===== src/rtl/siso_frame_sched.sv =====
// Round-robin two-requester scheduler that serialises words LSB-first
// onto a SISO shift chain, then flushes the chain and flags completion.
module siso_frame_sched #(
    parameter int WIDTH = 4,
    parameter int DEPTH = 4
) (
    input  logic             clk,
    input  logic             rst,
    input  logic             req0,
    input  logic [WIDTH-1:0] data0,
    input  logic             req1,
    input  logic [WIDTH-1:0] data1,
    output logic             grant0,
    output logic             grant1,
    output logic             sdo,
    output logic             sdo_vld,
    output logic             busy,
    output logic             done,
    output logic             owner
);

    localparam int MAXWD = (WIDTH > DEPTH) ? WIDTH : DEPTH;
    localparam int CW    = $clog2(MAXWD) + 1;
    localparam logic [CW-1:0] WLAST = CW'(WIDTH - 1);
    localparam logic [CW-1:0] DLAST = CW'(DEPTH - 1);

    typedef enum logic [1:0] {
        IDLE,
        SHIFT,
        FLUSH
    } state_t;

    state_t           state;
    state_t           state_nx;
    logic [WIDTH-1:0] shreg;
    logic [WIDTH-1:0] shreg_nx;
    logic [CW-1:0]    cnt;
    logic [CW-1:0]    cnt_nx;
    logic             last;
    logic             last_nx;
    logic             owner_q;
    logic             owner_nx;

    always_ff @(posedge clk) begin
        if (rst) begin
            state   <= IDLE;
            shreg   <= '0;
            cnt     <= '0;
            last    <= 1'b1;
            owner_q <= 1'b0;
        end else begin
            state   <= state_nx;
            shreg   <= shreg_nx;
            cnt     <= cnt_nx;
            last    <= last_nx;
            owner_q <= owner_nx;
        end
    end

    always_comb begin
        state_nx = state;
        shreg_nx = shreg;
        cnt_nx   = cnt;
        last_nx  = last;
        owner_nx = owner_q;
        grant0   = 1'b0;
        grant1   = 1'b0;
        done     = 1'b0;
        unique case (state)
            IDLE: begin
                // tie goes to whichever requester was not served last
                if (!rst) begin
                    grant0 = req0 & (~req1 | last);
                    grant1 = req1 & (~req0 | ~last);
                end
                if (grant0 | grant1) begin
                    last_nx  = grant1;
                    owner_nx = grant1;
                    shreg_nx = grant1 ? data1 : data0;
                    cnt_nx   = '0;
                    state_nx = SHIFT;
                end
            end
            SHIFT: begin
                shreg_nx = shreg >> 1;
                if (cnt == WLAST) begin
                    cnt_nx   = '0;
                    state_nx = FLUSH;
                end else begin
                    cnt_nx = cnt + 1'b1;
                end
            end
            FLUSH: begin
                if (cnt == DLAST) begin
                    done     = 1'b1;
                    cnt_nx   = '0;
                    state_nx = IDLE;
                end else begin
                    cnt_nx = cnt + 1'b1;
                end
            end
            default: begin
                state_nx = IDLE;
                cnt_nx   = '0;
            end
        endcase
    end

    assign sdo_vld = (state == SHIFT);
    assign sdo     = sdo_vld & shreg[0];
    assign busy    = (state != IDLE);
    assign owner   = owner_q;

endmodule


===== config.mk =====
export PLATFORM = sky130hd
export DESIGN_NAME = siso_frame_sched
export DESIGN_NICKNAME = d
export VERILOG_FILES = /design/src/rtl/siso_frame_sched.sv
export SDC_FILE = /design/constraint.sdc
export NUM_CORES = 1
export LEC_CHECK = 0
export CAP_MARGIN = 10
export CORE_MARGIN = 2
export CORE_UTILIZATION = 48
export CTS_BUF_LIST = sky130_fd_sc_hd__clkbuf_16
export DETAILED_ROUTE_END_ITERATION = 10
export PLACE_DENSITY = 0.88
export SYNTH_ARGS = -nofsm -noshare
export SYNTH_HDL_FRONTEND = slang
export SYNTH_SLANG_ARGS = --single-unit

===== constraint.sdc =====
create_clock -name clk -period 4.3 [get_ports clk]
set_input_delay 1.075 -clock clk [delete_from_list [all_inputs] [get_ports clk]]
set_output_delay 1.075 -clock clk [all_outputs]
set_load 0.02 [all_outputs]

==> flow_summary.toml, run 1 <==
[outcome]
status = "completed"

[timing]
rsz0062_at_grt = "no"
hold_viol = 0
setup_viol = 0
fin_crit_ps = 3680
fin_skew_ps = 1.95
finalWorstSetupSlack_ps = 623
period_share_pct = 85.5
max_freq_mhz = 272
holdWs_ps = 468
fin_setup_tns_ps = 0
worst_pin_slew_ps = 432
maxSlewHeadroom_pct = 71.2
slew_violations = 0

[yosys]
netlist.area_leader.share_pct = 33.3
yosys.area.top_type = "dfxtp_1"
synth_compound_area_share_pct = 17.0
ys_warn_count = 0
synth_mux_area_share_pct = 9.07
yosys.area_share.simple_pct = 24.4
syn_area_sq_um = 662
ys_ff_latch = 11
dominantRegCellSynth = "dfxtp_1"
synth.distinct_cells = 27
synth-seq-area-share_pct = 33.3
synthArstFlopShare_pct = 0
synth_edf_count = 0
syn_inst = 78
synth_top_family_by_area = "simple AND/OR/NAND/NOR gates"
synth_fp_nets = 95
yosys.area_share.adder_pct = 9.45
syn_avg_cell_area_sq_um = 8.49
synth_xor_area_share_pct = 0
synthTopCellsByArea = "dfxtp_1 (33%), ha_1 (9.5%), mux2i_1 (9.1%)"

[detailed_routing]
vias = 609
firstDrtPassIters = 4
wl_per_cell_um = 12.8
drtIter0Drc = 7
via_per_inst = 5.34
wirelength_um = 1460
drtAntennaViolNets = 0
route.detailed.drc = 0

[pwr]
total_power_uw = 599
power_density_nw_per_um2 = 636
ir_drop_mv = 0.427
power_leakage_uw = 0.000390

[placed_design]
hpwl_um = 1080
gp_congestion = 0.696
place_ws_ps = 617
numPortBuffers = 18

[clocking]
clock_latency_ps = 240
ctsHoldBuffers = 0
root_buffer = "clkbuf_16"
cts_htree_levels = 1
ctsResizeCount = 0
post-cts-setup-buffers = 0
numCtsBuffers = 3
clockBufferDepth = 2
clk_pin_slew_ps = 40
cts_tree = "built"
cts.sinks = 11

[critical_path]
cp_slowest_cell = "clkdlybuf4s50_1"
path_buf_inv = 3
crit_fanout = 4
worstSetupPathType = "in -> out"
cp.arrival_ps = 2600
cpMostUsedCell = "clkdlybuf4s50_1"
cp-end-kind = "output pin"
cp.required_ps = 3220
critPathMaxStageDelay_ps = 590
startpoint_type = "input pin"
crit_chain = "clkdlybuf4s50_1 > a211oi_4 > nand2_1 > inv_1 > clkdlybuf4s50_1"
cp_top_family = "buffers and inverters"

[floorplanning]
die_h_um = 41.1
core_sq_um = 1300
dieArea_sq_um = 1690
rows = 13
initial_core_util_pct = 50.9
pin_count = 19
die_width_um = 41.1

[finish]
n_antenna_cell = 0
layout.nets = 117
layout_common_cells = "clkdlybuf4s50_1 (18), nor2_1 (12), dfxtp_1 (11)"
final_common_cell = "clkdlybuf4s50_1"
area_growth_pct = 42.2
layout-drive-gt1-share_pct = 10.1

[global_routing]
grt_pass1_wl_um = 2380
antenna_found_initial = 0
global_route.usage.total_pct = 23.4
grt_max_degree = 16
grt_pass1_vias = 568
globalRouteOverflowTotal = 0

[run]
drv_cap = 0

[hold_path]
holdCritPathClass = "reg -> reg"
[registers in the layout (all words and copies together), names as in the netlist]
name   flops
owner      1
shreg      4
last       1
state      2
cnt        3
[kinds of logic after synthesis]
logic type,Yosys count
AOI/OAI and AO/OA,13
DFF,11
muxes,6
adders and majority gates,5
and+or+nand+nor,32
buffers and inverters,11
[metrics by stage]
step	instances	utilization [%]	instance area, sq um
global route	114	72.3	941
global placement	110	66.2	861
finish	114	72.3	941
detailed placement	110	66.2	861
floorplan	78	-	662
CTS	114	72.3	941
[final timing paths]
path,from,end,slack (ps),cells after the start
hold / removal,shreg[2],shreg[2],470,1
hold reg to reg,shreg[2],shreg[2],470,1
setup reg to reg,state[1],shreg[1],2490,6
setup / recovery,req0,grant1,620,5
[final cells by class]
type / instances / area [sq um]
clock buffers: 3 / 75.1
fillers: 103 / 360
multi-input cells: 56 / 397
inverters: 8 / 30.0
repair buffers: 20 / 195
flip-flops and latches: 11 / 220
well taps: 15 / 18.8
clock inverters: 1 / 5.00
[worst register-to-register path: stages, from the launching register on]
cell and delay, ps:
dfxtp_1 310, inv_1 100, ha_1 430, nor2_1 120, a21oi_1 250, nor2b_1 300, a32o_1 220
[routing by layer]
layer  share of wire, %  vias up  track usage [%]
met3                6.6        6             10.3
met4                1.7        0             11.3
li1                   -      310                -
met2                 51       19             41.8
met5                  0        -                0
met1                 40      274             22.6
[cells in the mapped netlist, types with 2 or more instances]
cell type  count
ha_1           5
dfxtp_1       11
nor2_1        12
nand2b_1       4
nor3_1         2
a21oi_1        4
nor2b_1        2
a32o_1         3
nand3_1        2
inv_1          7
nand2_1        4
clkbuf_1       2
mux2i_1        6
[power breakdown]
group	switching (uW)	leakage (uW)	internal, uW
Sequential	19.9	0.0000903	133
Combinational	151	0.000258	125
Clock	46.3	0.0000409	123
Note: power is estimated with default switching activity, not from simulation.
==> run 2: changes to the inputs <==
- CORE_UTILIZATION: 48 -> 45
- PLACE_DENSITY: 0.88 -> 0.76
- clock period: 4.3 -> 3.7 ns (I/O delays scaled with it)
==> flow_summary.toml, run 2 (synthesis results as in run 1) <==
[floorplanning]
pin_count = 19
initial_core_util_pct = 49.6
die_h_um = 42.4
die_width_um = 42.4
rows = 13
dieArea_sq_um = 1790
core_sq_um = 1330

[timing]
period_share_pct = 92.8
hold_viol = 0
fin_crit_ps = 3430
fin_setup_tns_ps = 0
holdWs_ps = 452
rsz0062_at_grt = "no"
max_freq_mhz = 291
setup_viol = 0
fin_skew_ps = 4.26
maxSlewHeadroom_pct = 69.1
worst_pin_slew_ps = 464
slew_violations = 0

[finish]
final_common_cell = "clkdlybuf4s50_1"
multi_input_area_sq_um = 397
max_flop_register = "shreg"
layout_common_cells = "clkdlybuf4s50_1 (18), nor2_1 (12), dfxtp_1 (11)"
n_antenna_cell = 0
fin_util_pct = 70.5
regArea_sq_um = 220
largest_reg_flops = 4
layout.nets = 117
layout-drive-gt1-share_pct = 9.09
area_growth_pct = 42.0
reg.largest.list = "shreg x4, cnt x3, state x2"
fill_cells = 108

[detailed_routing]
firstDrtPassIters = 4
wl_per_cell_um = 12.1
route.detailed.drc = 0
vias = 591
via_per_inst = 5.18
wirelength_um = 1380
drtIter0Drc = 10
drtAntennaViolNets = 0

[critical_path]
cp.arrival_ps = 2510
cp.required_ps = 2770
reg2reg_setup_slack_ps = 1990
worstSetupPathType = "in -> out"
crit_fanout = 13
startpoint_type = "input pin"
cp-end-kind = "output pin"

[clocking]
post-cts-setup-buffers = 0
cts.sinks = 11
ctsHoldBuffers = 0
clockBufferDepth = 2
cts_htree_levels = 1
numCtsBuffers = 3
cts_tree = "built"
root_buffer = "clkbuf_16"
clk_pin_slew_ps = 40
clock_latency_ps = 230
ctsResizeCount = 0

[outcome]
status = "completed"

[placed_design]
gp_congestion = 0.788
hpwl_um = 1050
numPortBuffers = 18

[global_routing]
grt_pass1_vias = 595
globalRouteOverflowTotal = 0
antenna_found_initial = 0
global_route.usage.total_pct = 18.0
grt_max_degree = 16
grt_pass1_wl_um = 2460

[hold_path]
holdCritPathClass = "reg -> reg"

[pwr]
power_leakage_uw = 0.000391
power_density_nw_per_um2 = 724
total_power_uw = 681
ir_drop_mv = 0.462

[run]
drv_cap = 0
## run 2: final timing paths
check,start,end,depth (start not counted)
worst min-delay path,shreg[0],shreg[0],1
worst min register to register,shreg[0],shreg[0],1
worst max register to register,state[1],shreg[2],6
worst max-delay path,rst,grant0,4
## run 2: power by group
group,switching [uW],leakage [uW],internal [uW],total [uW]
Sequential,20.7,0.0000903,155,176
Clock,49.8,0.0000423,142,191
Combinational,169,0.000258,145,314
## run 2: per-stage QoR
stage | area, sq um | instances | worst slack [ps]
2_1_floorplan | 662 | 78 | 1210
3_3_place_gp | 861 | 110 | 343
3_5_place_dp | 861 | 110 | 237
4_1_cts | 940 | 114 | 228
5_1_grt | 940 | 114 | 172
6_report | 940 | 114 | 266
## run 2: layout make-up
type	instances	area share, %
flip-flops and latches	11	23.4
clock buffers	3	7.99
multi-input cells	56	42.2
repair buffers	20	20.8
well taps	15	2.00
inverters	8	3.20
clock inverters	1	0.399
## run 2: worst max-delay path: stages
cell and delay (ps):
clkdlybuf4s50_1 460, buf_4 200, nor3_1 260, clkdlybuf4s50_1 660
## run 2: per-layer routing
layer	up-vias	track usage [%]	part of all wire, %
li1	311	-	-
met3	2	6.03	4.3
met4	0	8.75	1.1
met5	-	0	0
met2	11	26.5	46
met1	267	23.4	48
==> run 3: changes to the inputs <==
- CORE_MARGIN: 2 -> unset
==> flow_summary.toml, run 3 (synthesis results as in run 1) <==
[critical_path]
worstSetupPathType = "in -> out"
cp.arrival_ps = 2480
cp-end-kind = "output pin"
cp_slowest_cell = "clkdlybuf4s50_1"
cp.required_ps = 2770
cpMostUsedCell = "clkdlybuf4s50_1"
crit_fanout = 4
startpoint_type = "input pin"
critPathMaxStageDelay_ps = 590
crit_chain = "clkdlybuf4s50_1 > a211oi_4 > nand2_1 > inv_1 > clkdlybuf4s50_1"

[timing]
rsz0062_at_grt = "no"
finalWorstSetupSlack_ps = 296
fin_skew_ps = 1.75
maxSlewHeadroom_pct = 68.0
worst_pin_slew_ps = 480
hold_viol = 0
fin_setup_tns_ps = 0
period_share_pct = 92.0
slew_violations = 0
setup_viol = 0
fin_crit_ps = 3400
max_freq_mhz = 294

[finish]
layout.nets = 117
reg.largest.list = "shreg x4, cnt x3, state x2"
max_flop_register = "shreg"
largest_reg_flops = 4
final_common_cell = "clkdlybuf4s50_1"
layout-drive-gt1-share_pct = 10.1
fin_util_pct = 70.5
finalNonFillerCells = 114
n_antenna_cell = 0
area_growth_pct = 42.2
layout_common_cells = "clkdlybuf4s50_1 (18), nor2_1 (12), dfxtp_1 (11)"

[floorplanning]
die_h_um = 40.4
pin_count = 19
die_width_um = 40.4
initial_core_util_pct = 49.6
dieArea_sq_um = 1630
core_sq_um = 1330
rows = 13

[hold_path]
holdCritPathClass = "reg -> reg"

[global_routing]
grt_max_degree = 16
grt.met3_usage_pct = 8.89
global_route.usage.total_pct = 19.7
grt_pass1_wl_um = 1960
antenna_found_initial = 0
grtUsageMet1_pct = 22.9
grt.busiest_layer = "met2"
grt_pass1_vias = 456
globalRouteOverflowTotal = 0
use_met2_pct = 30.2

[clocking]
cts_tree = "built"
ctsResizeCount = 0
cts.sinks = 11
clock_latency_ps = 240
cts_htree_levels = 1
numCtsBuffers = 3
clk_pin_slew_ps = 40
root_buffer = "clkbuf_16"
clockBufferDepth = 2
post-cts-setup-buffers = 0
ctsHoldBuffers = 0

[outcome]
status = "completed"

[detailed_routing]
route.detailed.drc = 0
drtAntennaViolNets = 0
drtIter0Drc = 6
wl_per_cell_um = 12.7
wirelength_um = 1450
vias = 605
via_per_inst = 5.31
firstDrtPassIters = 4

[pwr]
power_density_nw_per_um2 = 735
power_leakage_uw = 0.000390
ir_drop_mv = 0.498

[placed_design]
place_ws_ps = 310
gp_congestion = 0.785
placed_cells = 110
numPortBuffers = 18
hpwl_um = 1090

[run]
drv_cap = 0
run 3: changes by cell type in the layout (fill, tap and decap cells not counted), sizes merged:
cell	change
clkinv	+1
inv	-1
run 3: layout make-up:
cell class                 count  area, sq um
multi-input combinational     56          397
tap                           15         18.8
clock inverter                 1         5.00
fill                         105          393
clock buffer                   3         75.1
timing repair buffer          20          195
inverter                       8         30.0
sequential                    11          220
run 3: critical path, delay by kind of cell:
kind	cells	cell delay [ps]
AND/OR/NAND/NOR	1	100
buffers and inverters	3	1160
AO/OA/AOI/OAI	1	290
run 3: final timing paths:
| kind | start | endpoint | slack (ps) | depth (start not counted) |
|---|---|---|---|---|
| max | req0 | grant1 | 300 | 5 |
| min | shreg[0] | shreg[0] | 460 | 1 |
| max reg2reg | state[1] | shreg[2] | 1950 | 6 |
| min reg2reg | shreg[0] | shreg[0] | 460 | 1 |
run 3: power breakdown:
| group | total, uW | switching, uW | internal, uW |
|---|---|---|---|
| combinational | 315 | 170 | 145 |
| sequential | 176 | 21.1 | 155 |
| clock | 201 | 57.2 | 143 |
| total | 691 | 248 | 443 |
run 3: metal layers:
metal	share of wire, %	vias to the layer above	routed length (um)
li1	-	314	-
met3	6.1	4	89
met2	47	15	684
met1	45	272	652
met5	0	-	0
met4	1.6	0	23
run 3: metrics by stage:
| stage | hold slack, ps | cell area (sq um) | total power [uW] |
|---|---|---|---|
| 4_1_cts | 462 | 941 | 696 |
| 3_5_place_dp | 451 | 861 | 491 |
| 5_1_grt | 473 | 941 | 732 |
| 2_1_floorplan | 433 | 662 | 404 |
| 3_3_place_gp | 447 | 861 | 483 |
| 6_report | 458 | 941 | 691 |
